--- config.mk ---
export PLATFORM = sky130hd
export DESIGN_NAME = multicycle_ctrl
export DESIGN_NICKNAME = d
export VERILOG_FILES = /design/src/rtl/multicycle_ctrl_pkg.sv /design/src/rtl/multicycle_ctrl_opcode_classify.sv /design/src/rtl/multicycle_ctrl.sv
export SDC_FILE = /design/constraint.sdc
export NUM_CORES = 1
export LEC_CHECK = 0
export ABC_AREA = 1
export BUFFER_PORTS_ARGS = -buffer_cell sky130_fd_sc_hd__clkbuf_2
export CORE_AREA = 2 2 53 55
export CTS_CLUSTER_DIAMETER = 120
export DETAILED_ROUTE_END_ITERATION = 10
export DIE_AREA = 0 0 55 57
export PLACE_DENSITY_LB_ADDON = 0.05
export SKIP_CTS_REPAIR_TIMING = 1
export SLEW_MARGIN = 15
export SYNTH_ARGS = -nofsm -noshare
export SYNTH_HDL_FRONTEND = slang
export SYNTH_HIERARCHICAL = 1
export SYNTH_SLANG_ARGS = --single-unit
--- constraint.sdc ---
create_clock -name clk -period 1.2 [get_ports clk]
set_input_delay 0 -clock clk [delete_from_list [all_inputs] [get_ports clk]]
set_output_delay 0 -clock clk [all_outputs]
set_load 0.01 [all_outputs]
--- src/rtl/multicycle_ctrl_pkg.sv ---
// multicycle_ctrl_pkg: shared encodings for the multi-cycle sequencer.
// Holds FSM state codes, instruction classes, opcode[6:2] patterns and
// ALU operation selects used by the controller and the opcode classifier.
package multicycle_ctrl_pkg;

   typedef enum logic [2:0] {
      ST_IDLE   = 3'd0,
      ST_FETCH  = 3'd1,
      ST_DECODE = 3'd2,
      ST_EXEC   = 3'd3,
      ST_MEM    = 3'd4,
      ST_WB     = 3'd5,
      ST_TRAP   = 3'd6
   } state_t;

   typedef enum logic [2:0] {
      CLS_R      = 3'd0,
      CLS_I      = 3'd1,
      CLS_LOAD   = 3'd2,
      CLS_STORE  = 3'd3,
      CLS_BRANCH = 3'd4,
      CLS_ILL    = 3'd5
   } cls_t;

   localparam logic [4:0] OP_R      = 5'b01100;
   localparam logic [4:0] OP_I      = 5'b00100;
   localparam logic [4:0] OP_LOAD   = 5'b00000;
   localparam logic [4:0] OP_STORE  = 5'b01000;
   localparam logic [4:0] OP_BRANCH = 5'b11000;

   localparam logic [1:0] ALU_ADD   = 2'b00;
   localparam logic [1:0] ALU_BR    = 2'b01;
   localparam logic [1:0] ALU_FUNCT = 2'b10;

endpackage

--- src/rtl/multicycle_ctrl_opcode_classify.sv ---
// opcode_classify: purely combinational opcode -> instruction class map.
// Anything without opcode[1:0]=11 or with an unknown major opcode is illegal.
module opcode_classify
   import multicycle_ctrl_pkg::*;
(
   input  logic [6:0] opcode,
   output logic [2:0] cls
);

   // Map the major opcode to a class, defaulting to illegal
   always_comb begin
      cls = CLS_ILL;
      if (opcode[1:0] == 2'b11) begin
         case (opcode[6:2])
            OP_R:      cls = CLS_R;
            OP_I:      cls = CLS_I;
            OP_LOAD:   cls = CLS_LOAD;
            OP_STORE:  cls = CLS_STORE;
            OP_BRANCH: cls = CLS_BRANCH;
            default:   cls = CLS_ILL;
         endcase
      end
   end

endmodule

--- src/rtl/multicycle_ctrl.sv ---
// multicycle_ctrl: fetch/decode/execute/memory/writeback sequencer.
// Optional retired-instruction counter enabled by MULTICYCLE_CTRL_INSTRET_EN;
// without it instret is tied to zero.
// The first cycle after reset is a quiet cycle: the FSM holds its reset
// state and every output strobe is forced low.
module multicycle_ctrl
   import multicycle_ctrl_pkg::*;
#(
   parameter int RESET_STATE_FETCH = 1
)
(
   input  logic        clk,
   input  logic        rst_n,
   input  logic        start,
   input  logic [6:0]  opcode,
   input  logic        branch_taken,
   input  logic        imem_ready,
   input  logic        dmem_ready,
   output logic        imem_req,
   output logic        ir_we,
   output logic        dmem_req,
   output logic        dmem_we,
   output logic        mem_to_reg,
   output logic [1:0]  alu_op,
   output logic        alu_src,
   output logic        reg_we,
   output logic        pc_we,
   output logic        pc_sel,
   output logic        trap,
   output logic [2:0]  state_o,
   output logic [31:0] instret
);

   localparam state_t RESET_ST = (RESET_STATE_FETCH != 0) ? ST_FETCH : ST_IDLE;

   state_t     state;
   state_t     nextState;
   cls_t       clsReg;
   cls_t       decodedCls;
   logic [2:0] decodedRaw;
   logic       quietCycle;

   opcode_classify u_classify (
      .opcode (opcode),
      .cls    (decodedRaw)
   );

   assign decodedCls = cls_t'(decodedRaw);
   assign state_o    = state;

   // State register, class latch (captured only in DECODE) and quiet-cycle flag
   always_ff @(posedge clk) begin
      if (!rst_n) begin
         state      <= RESET_ST;
         clsReg     <= CLS_ILL;
         quietCycle <= 1'b1;
      end else begin
         state      <= nextState;
         quietCycle <= 1'b0;
         if (state == ST_DECODE) begin
            clsReg <= decodedCls;
         end
      end
   end

   // Next-state and strobe decode from state and latched class
   always_comb begin
      nextState  = state;
      imem_req   = 1'b0;
      ir_we      = 1'b0;
      dmem_req   = 1'b0;
      dmem_we    = 1'b0;
      mem_to_reg = 1'b0;
      alu_op     = ALU_ADD;
      alu_src    = 1'b0;
      reg_we     = 1'b0;
      pc_we      = 1'b0;
      pc_sel     = 1'b0;
      trap       = 1'b0;
      if (!quietCycle) begin
         case (state)
            ST_IDLE: begin
               if (start) nextState = ST_FETCH;
            end
            ST_FETCH: begin
               imem_req = 1'b1;
               if (imem_ready) begin
                  ir_we     = 1'b1;
                  nextState = ST_DECODE;
               end
            end
            ST_DECODE: begin
               nextState = (decodedCls == CLS_ILL) ? ST_TRAP : ST_EXEC;
            end
            ST_EXEC: begin
               case (clsReg)
                  CLS_R: begin
                     alu_op    = ALU_FUNCT;
                     nextState = ST_WB;
                  end
                  CLS_I: begin
                     alu_op    = ALU_FUNCT;
                     alu_src   = 1'b1;
                     nextState = ST_WB;
                  end
                  CLS_LOAD, CLS_STORE: begin
                     alu_op    = ALU_ADD;
                     alu_src   = 1'b1;
                     nextState = ST_MEM;
                  end
                  CLS_BRANCH: begin
                     alu_op    = ALU_BR;
                     pc_we     = 1'b1;
                     pc_sel    = branch_taken;
                     nextState = ST_FETCH;
                  end
                  default: nextState = ST_TRAP;
               endcase
            end
            ST_MEM: begin
               dmem_req = 1'b1;
               dmem_we  = (clsReg == CLS_STORE);
               alu_src  = 1'b1;
               if (dmem_ready) begin
                  if (clsReg == CLS_STORE) begin
                     pc_we     = 1'b1;
                     nextState = ST_FETCH;
                  end else begin
                     nextState = ST_WB;
                  end
               end
            end
            ST_WB: begin
               reg_we     = 1'b1;
               pc_we      = 1'b1;
               mem_to_reg = (clsReg == CLS_LOAD);
               nextState  = ST_FETCH;
            end
            ST_TRAP: begin
               trap = 1'b1;
            end
            default: nextState = RESET_ST;
         endcase
      end
   end

`ifdef MULTICYCLE_CTRL_INSTRET_EN
   logic [31:0] instretCount;

   // Count every PC update as one retired instruction, wrapping naturally
   always_ff @(posedge clk) begin
      if (!rst_n) begin
         instretCount <= 32'd0;
      end else if (pc_we) begin
         instretCount <= instretCount + 32'd1;
      end
   end

   assign instret = instretCount;
`else
   assign instret = 32'd0;
`endif

endmodule

Yosys cells after proc, flatten, opt, wreduce, memory -nomap -nowiden

Index checks and enable logic that the tools add are counted.

Logic and storage cells: 70
Input bits: 13
Output and inout port bits: 47
Register bits after elaboration: 7

Reductions and logical operators: 7
Eq/ne operators: 19
Bitwise operators: 2
Muxes and demuxes: 39

Operator list:

| operator                                                               | count |
|---|---|
| 1-bit 2-to-1 mux                                                       | 25 |
| 3-bit 2-to-1 mux                                                       | 6 |
| 3-bit one-hot mux with 6 select lines                                  | 1 |
| 3-bit equality test (second input constant)                            | 5 |
| 3-bit one-hot mux with 5 select lines                                  | 1 |
| 3-bit by 2-bit equality test with 1-bit output (second input constant) | 4 |
| 5-bit by 4-bit equality test with 1-bit output (second input constant) | 2 |
| 3-bit one-hot mux with 3 select lines                                  | 1 |
| 3-bit by 1-bit equality test with 1-bit output (second input constant) | 2 |
| 3-bit logical NOT                                                      | 2 |
| 2-bit != test (second input constant)                                  | 3 |
| 5-bit by 3-bit equality test with 1-bit output (second input constant) | 1 |
| 5-bit equality test (second input constant)                            | 1 |
| 5-bit logical NOT                                                      | 1 |
| 5-bit AND reduction                                                    | 1 |
| 2-bit 2-to-1 mux                                                       | 2 |
| 2-bit one-hot mux with 2 select lines                                  | 1 |
| 2-bit OR reduction                                                     | 2 |
| 1-bit one-hot mux with 3 select lines                                  | 1 |
| 3-bit OR reduction                                                     | 1 |
| 2-bit equality test (second input constant)                            | 1 |
| 1-bit NOT                                                              | 2 |
| 1-bit one-hot mux with 2 select lines                                  | 1 |

Depth between registers and ports, before layout

Gate-level depths: netlist of run 1.

Depth in word-level cells: 6
Mapped depth: 12
Depth with buffers taken out: 12

Hierarchy

Netlist of run 1, hierarchy kept.

By module, submodules not included:

| module          | cells each | area an instance (um^2) | times used |
|---|---|---|---|
| multicycle_ctrl | 122        | 800.8                   | 1 |
| opcode_classify | 15         | 62.6                    | 1 |

Worst setup path before layout of run 1

Ideal clock, no wire load.

Path kind: register -> register
Start point: reg state[1] (netlist: state_o[1])
End point: reg state[2] (netlist: state_o[2])
Cell stages (with the launch flop): 8
Path slack: 0.008 ns
Library setup time: 0.066 ns
Clock period less this slack: 1.192 ns
Data arrival time: 1.126 ns
Path buffers: 1
Path through: dfxtp_1 > buf_4 > inv_1 > nor3_2 > nand2_1 > nand3_1 > nand2_1 > a21oi_2

Longest elaborated chain between the ends: 3

RTL lines:

| element                                              | RTL line              | RTL |
|---|---|---|
| from (decl)                                          | multicycle_ctrl.sv:36 | `state_t state;` |
| from (signal assigned)                               | multicycle_ctrl.sv:58 | `state <= nextState;` |
| 3-bit equality test (tied with other cells)          | multicycle_ctrl.sv:81 | `case (state)` |
| 2-bit != test (no line) or 1-bit NOT (tied branches) | --                    |  |
| 5-bit AND reduction (no line)                        | --                    |  |

Parallel ways exist; a longest one is shown, timed or not.
A chain may end at the register's enable or synchronous reset.

Worst setup path after layout of run 1

Start point: reg state[1] (netlist: state_o[1])
End point: out alu_src

Longest elaborated chain between the ends: 3

RTL lines:

| element                                                                               | RTL line              | RTL |
|---|---|---|
| 3-bit equality test or 3-bit by 2-bit equality test with 1-bit output (tied branches) | multicycle_ctrl.sv:81 |  |
| 1-bit one-hot mux with 2 select lines (*)                                             | multicycle_ctrl.sv:81 |  |
| 1-bit 2-to-1 mux (*)                                                                  | multicycle_ctrl.sv:80 | `if (!quietCycle) begin` |
| to (decl)                                                                             | multicycle_ctrl.sv:25 | `output logic alu_src,` |

Every way passes the cells marked *; elsewhere a longest branch is shown, timed or not.

==> reports/qor.yml, run 1 <==
cts-htree-levels: 1
clockBufferDepth: 2
core_mm2: 0.00262
outcome: "finished, violations left"
ir_drop_mv: 0.450
drt_iter0_drc: 6
nNetsFinal: 192
grt_max_degree: 10
dpl.hpwl_mm: 1.64
clock-root-buffer: "clkbuf_4"
route.detailed.drc: 0
dieArea_mm2: 0.00314
yosysUniqueCellTypes: 23
wire_per_inst_um: 9.66
p_per_area_mw_per_mm2: 821
clock-sinks: 7
min_path_type: "in2reg"
dieHeight_um: 57
critPathLaunchType: "register"
drv_slew: 0
clkTransAtPathRegs_ns: 0.05
drtPass1Iterations: 3
drtAntennaViolNets: 0
portBuffers: 27
yosysWarnings: 6
slowest_stage: "dfxtp_4"
endpoint_kind: "output pin"
initial_utilization: 0.330
pre_cts_slack_ns: -0.0776
final.setup_skew_ns: 0.00214
ios: 60
synth_top_family_by_area: "buffers and inverters"
path_cells: "nand2_2 > nor2_4 > nand2_4 > o32ai_2 > buf_2"
synth_cells: 137
routed_wl_mm: 2.02
place.gp.congestion: 0.747
cts_tree: "built"
die_width_um: 55
fin_ws_ns: -0.0872
grt_pass1_vias: 747
post-route-period-util: 1.07
yosys.area_share.simple: 0.349
syn2layout_area_growth_pct: 33.0
grt_usage: 0.133
p_leak_nw: 0.592
drive_gt1_frac: 0.449
violations: "setup timing"
min_period_ns: 1.29
grt_pass1_wl_mm: 3.06
drt-vias-per-instance: 4.11
synth_compound_area_frac: 0.113
timing.fmax_mhz: 777
yosysSeqAreaShare: 0.162
holdPathStages: 4
ys_ff_latch: 7
setup_viol: 9
postSynthAreaPerCell_um2: 6.30
synth_mux_area_frac: 0
synth_xor_xnor_area_share: 0
required_ns: 1.20
crit_type: "reg2out"
grt_overflow: 0
arrival_ns: 1.29
yosys.area_share.adder: 0
final_util: 0.439
hold_violations: 0
antenna_found_initial: 0
grt_setup_unrepaired: "true"
rows: 19
critPathMaxFanout: 6
vias: 860
worstSkewPairLatency_ns: 0.25
r2r_cells: 8
antenna_cells: 0
slowest_delay_ns: 0.38
syn_area_um2: 863
max-cap-violations: 0
cts_buffers: 3
[kinds of logic (layout without fill, tap and decap cells)]
kind of cell           after synthesis  count (layout)
AND/OR/NAND/NOR                     63              63
AO/OA/AOI/OAI                       16              16
other                                1              32
buffers and inverters               50              60
flip-flops                           7               7
[placed cells by master (no fill, tap or decap), drive strengths merged]
master       synthesis  final
conb                 1     32
o32ai                1      1
buf                 35     23
nor3                 5      5
inv                 15     15
dfxtp                7      7
o21ai                7      7
nor2                22     22
a21oi                7      7
o211ai               1      1
dlygate4sd3          0      1
nand3               14     14
nor3b                1      1
clkbuf               0     21
nand2               21     21
[final timing paths]
kind                           start                 endpoint  slack (ns)
min                        opcode[4]   clsReg[1]$_SDFFE_PN0P_        0.14
max reg2reg  state_o[0]$_SDFFE_PN1P_  state_o[1]$_SDFFE_PN0P_       -0.01
max          state_o[1]$_SDFFE_PN0P_                  alu_src       -0.09
min reg2reg   clsReg[2]$_SDFFE_PN1P_   clsReg[2]$_SDFFE_PN1P_        0.57
[per-stage QoR]
step	std cells	hold WS, ns	instance area, um2	power [mW]	TNS (ns)
finish	209	0.144	1150	0.943	-0.298
global route	209	0.153	1150	1.03	-1.43
CTS	205	-0.0518	991	0.852	-2.42
detailed placement	201	0.217	965	0.628	-0.129
global placement	201	0.213	965	0.632	-0.137
floorplan	168	0.0841	980	0.589	0
[critical path: cells and delay by family (launching register included)]
family | cells | cell delay [ns]
AND/OR/NAND/NOR | 3 | 0.31
AO/OA/AOI/OAI | 1 | 0.19
flip-flops | 1 | 0.38
buffers and inverters | 1 | 0.16
[per-layer routing]
layer | part of all wire | track usage | vias up
li1 | - | - | 457
met1 | 0.41 | 0.160 | 373
met2 | 0.52 | 0.219 | 28
met3 | 0.066 | 0.0366 | 2
met4 | 0.0059 | 0.0523 | 0
met5 | 0 | 0 | -
[cells in the mapped netlist, drive strengths merged]
library cell | count | area share
inv | 15 | 0.065
nor3 | 5 | 0.035
a21oi | 7 | 0.045
o211ai | 1 | 0.0087
o32ai | 1 | 0.019
dfxtp | 7 | 0.16
nor2 | 22 | 0.11
nor3b | 1 | 0.0087
buf | 35 | 0.31
o21ai | 7 | 0.041
nand3 | 14 | 0.10
conb | 1 | 0.0043
nand2 | 21 | 0.094
[flip-flops by register name, indices dropped and copies added, names as in the netlist]
name and flops:
state_o 3, clsReg 3, quietCycle 1
[power breakdown]
part           switching (mW)  internal [mW]
registers              0.0346          0.256
clock network          0.0921          0.127
logic                   0.264          0.169
total                   0.390          0.552
[layout make-up]
type | count | area, um2
Timing Repair Buffer | 41 | 246
Fill cell | 293 | 1470
Multi-Input combinational cell | 111 | 619
Sequential cell | 7 | 154
Clock buffer | 4 | 26.3
Inverter | 15 | 63.8
Tap cell | 31 | 38.8
(Power assumes the default switching activity.)
==> run 2, diff against run 1 <==
--- a/config.mk
+++ b/config.mk
@@ -6,11 +6,11 @@
 export NUM_CORES = 1
 export LEC_CHECK = 0
 export ABC_AREA = 1
-export BUFFER_PORTS_ARGS = -buffer_cell sky130_fd_sc_hd__clkbuf_2
 export CORE_AREA = 2 2 53 55
 export CTS_CLUSTER_DIAMETER = 120
 export DETAILED_ROUTE_END_ITERATION = 10
 export DIE_AREA = 0 0 55 57
+export DONT_BUFFER_PORTS = 1
 export PLACE_DENSITY_LB_ADDON = 0.05
 export SKIP_CTS_REPAIR_TIMING = 1
 export SLEW_MARGIN = 15
==> reports/qor.yml, run 2 (synthesis results as in run 1) <==
min_path_type: "in2reg"
arrival_ns: 1.28
drive_gt1_frac: 0.381
setup_tns_ns: -0.338
grt_max_degree: 10
cts_buffers: 3
outcome: "finished, violations left"
slowest_stage: "dfxtp_4"
worstSkewPairLatency_ns: 0.25
dieHeight_um: 57
wire_per_inst_um: 10.0
reg2reg_to: "state_o[2]$_SDFFE_PN0P_"
grt_pass1_wl_mm: 2.84
die_width_um: 55
grt_usage: 0.123
drtPass1Iterations: 4
antenna_found_initial: 0
p_leak_nw: 0.508
max-cap-violations: 0
slowest_delay_ns: 0.37
clockBufferDepth: 2
drtAntennaViolNets: 0
r2r_cells: 6
post-route-period-util: 1.07
crit_path_end: "pc_sel"
place.gp.congestion: 0.748
dpl.hpwl_mm: 1.58
timing.fmax_mhz: 781
crit_type: "reg2out"
final_cell_mix: "conb_1, buf_4, nand2_1"
syn2layout_area_growth_pct: 23.6
nNetsFinal: 174
clock-sinks: 7
fin_area_mm2: 0.00107
fin_ws_ns: -0.0799
min_period_ns: 1.28
core_mm2: 0.00262
initial_utilization: 0.330
fill_cells: 296
route.detailed.drc: 0
endpoint_kind: "output pin"
setup_viol: 6
drt-vias-per-instance: 4.18
grt_setup_unrepaired: "true"
dieArea_mm2: 0.00314
clkTransAtPathRegs_ns: 0.06
critPathMaxFanout: 7
critPathLaunchType: "register"
clock-root-buffer: "clkbuf_4"
vias: 798
portBuffers: 0
timing.reg2reg.setup_slack_ns: 0.01
p_per_area_mw_per_mm2: 839
cts-htree-levels: 1
grt_pass1_vias: 652
path_cells: "buf_6 > nor2_4 > nand2_4 > nor3b_2 > buf_4"
violations: "setup timing"
routed_wl_mm: 1.91
final.setup_skew_ns: 0.00551
pre_cts_slack_ns: -0.0312
ios: 60
setup.worst_path.start: "state_o[2]$_SDFFE_PN0P_"
grt_overflow: 0
antenna_cells: 0
drv_slew: 0
rows: 19
ir_drop_mv: 0.558
layout_commonest_cell: "conb_1"
drt_iter0_drc: 7
r2r_start: "state_o[2]$_SDFFE_PN0P_"
hold_violations: 0
cts_tree: "built"
placed_area_um2: 897
required_ns: 1.20
==> run 2: metal layers <==
metal	routed length (um)	share of wire	track usage	vias up
met3	112	0.059	0.0314	2
met4	15	0.0078	0.0314	0
li1	-	-	-	413
met2	943	0.49	0.196	30
met1	842	0.44	0.163	353
met5	0	0	0	-
==> run 2: report_power, final <==
part / leakage, nW / total (mW) / internal, mW / switching [mW]
clock: 0.0150 / 0.215 / 0.127 / 0.0883
sequential: 0.0590 / 0.301 / 0.256 / 0.0448
combinational: 0.434 / 0.379 / 0.150 / 0.229
total: 0.508 / 0.896 / 0.533 / 0.362
==> run 2: worst max-delay path: cells and delay by family (launching register included) <==
| family | cells | cell delay, ns |
|---|---|---|
| flip-flops | 1 | 0.37 |
| AND/OR/NAND/NOR | 3 | 0.39 |
| buffers and inverters | 2 | 0.27 |
==> run 2: through the flow <==
step / instances / hold WS [ns] / power [mW] / util
after detailed placement: 183 / 0.0936 / 0.617 / 0.343
after global placement: 183 / 0.105 / 0.619 / 0.343
final: 191 / 0.0221 / 0.896 / 0.408
after global routing: 191 / 0.0180 / 0.973 / 0.408
after floorplan: 168 / 0.0841 / 0.589 / -
after CTS: 187 / -0.175 / 0.843 / 0.353
==> run 2: cell type report <==
cell class	instances	area (um2)	area share
Multi-Input combinational cell	111	613	0.574
Timing Repair Buffer	23	179	0.168
Sequential cell	7	154	0.144
Inverter	15	56.3	0.0528
Tap cell	31	38.8	0.0363
Clock buffer	4	26.3	0.0246
==> run 2: worst min path at each step <==
stage                   start                 endpoint  slack [ns]  depth (start not counted)
floorplan               rst_n  state_o[0]$_SDFFE_PN1P_        0.08                          1
global placement        rst_n  state_o[0]$_SDFFE_PN1P_        0.10                          1
detailed placement      rst_n  state_o[0]$_SDFFE_PN1P_        0.09                          1
CTS                     rst_n  state_o[0]$_SDFFE_PN1P_       -0.18                          1
global route        opcode[4]   clsReg[1]$_SDFFE_PN0P_        0.02                          3
finish              opcode[4]   clsReg[1]$_SDFFE_PN0P_        0.02                          3
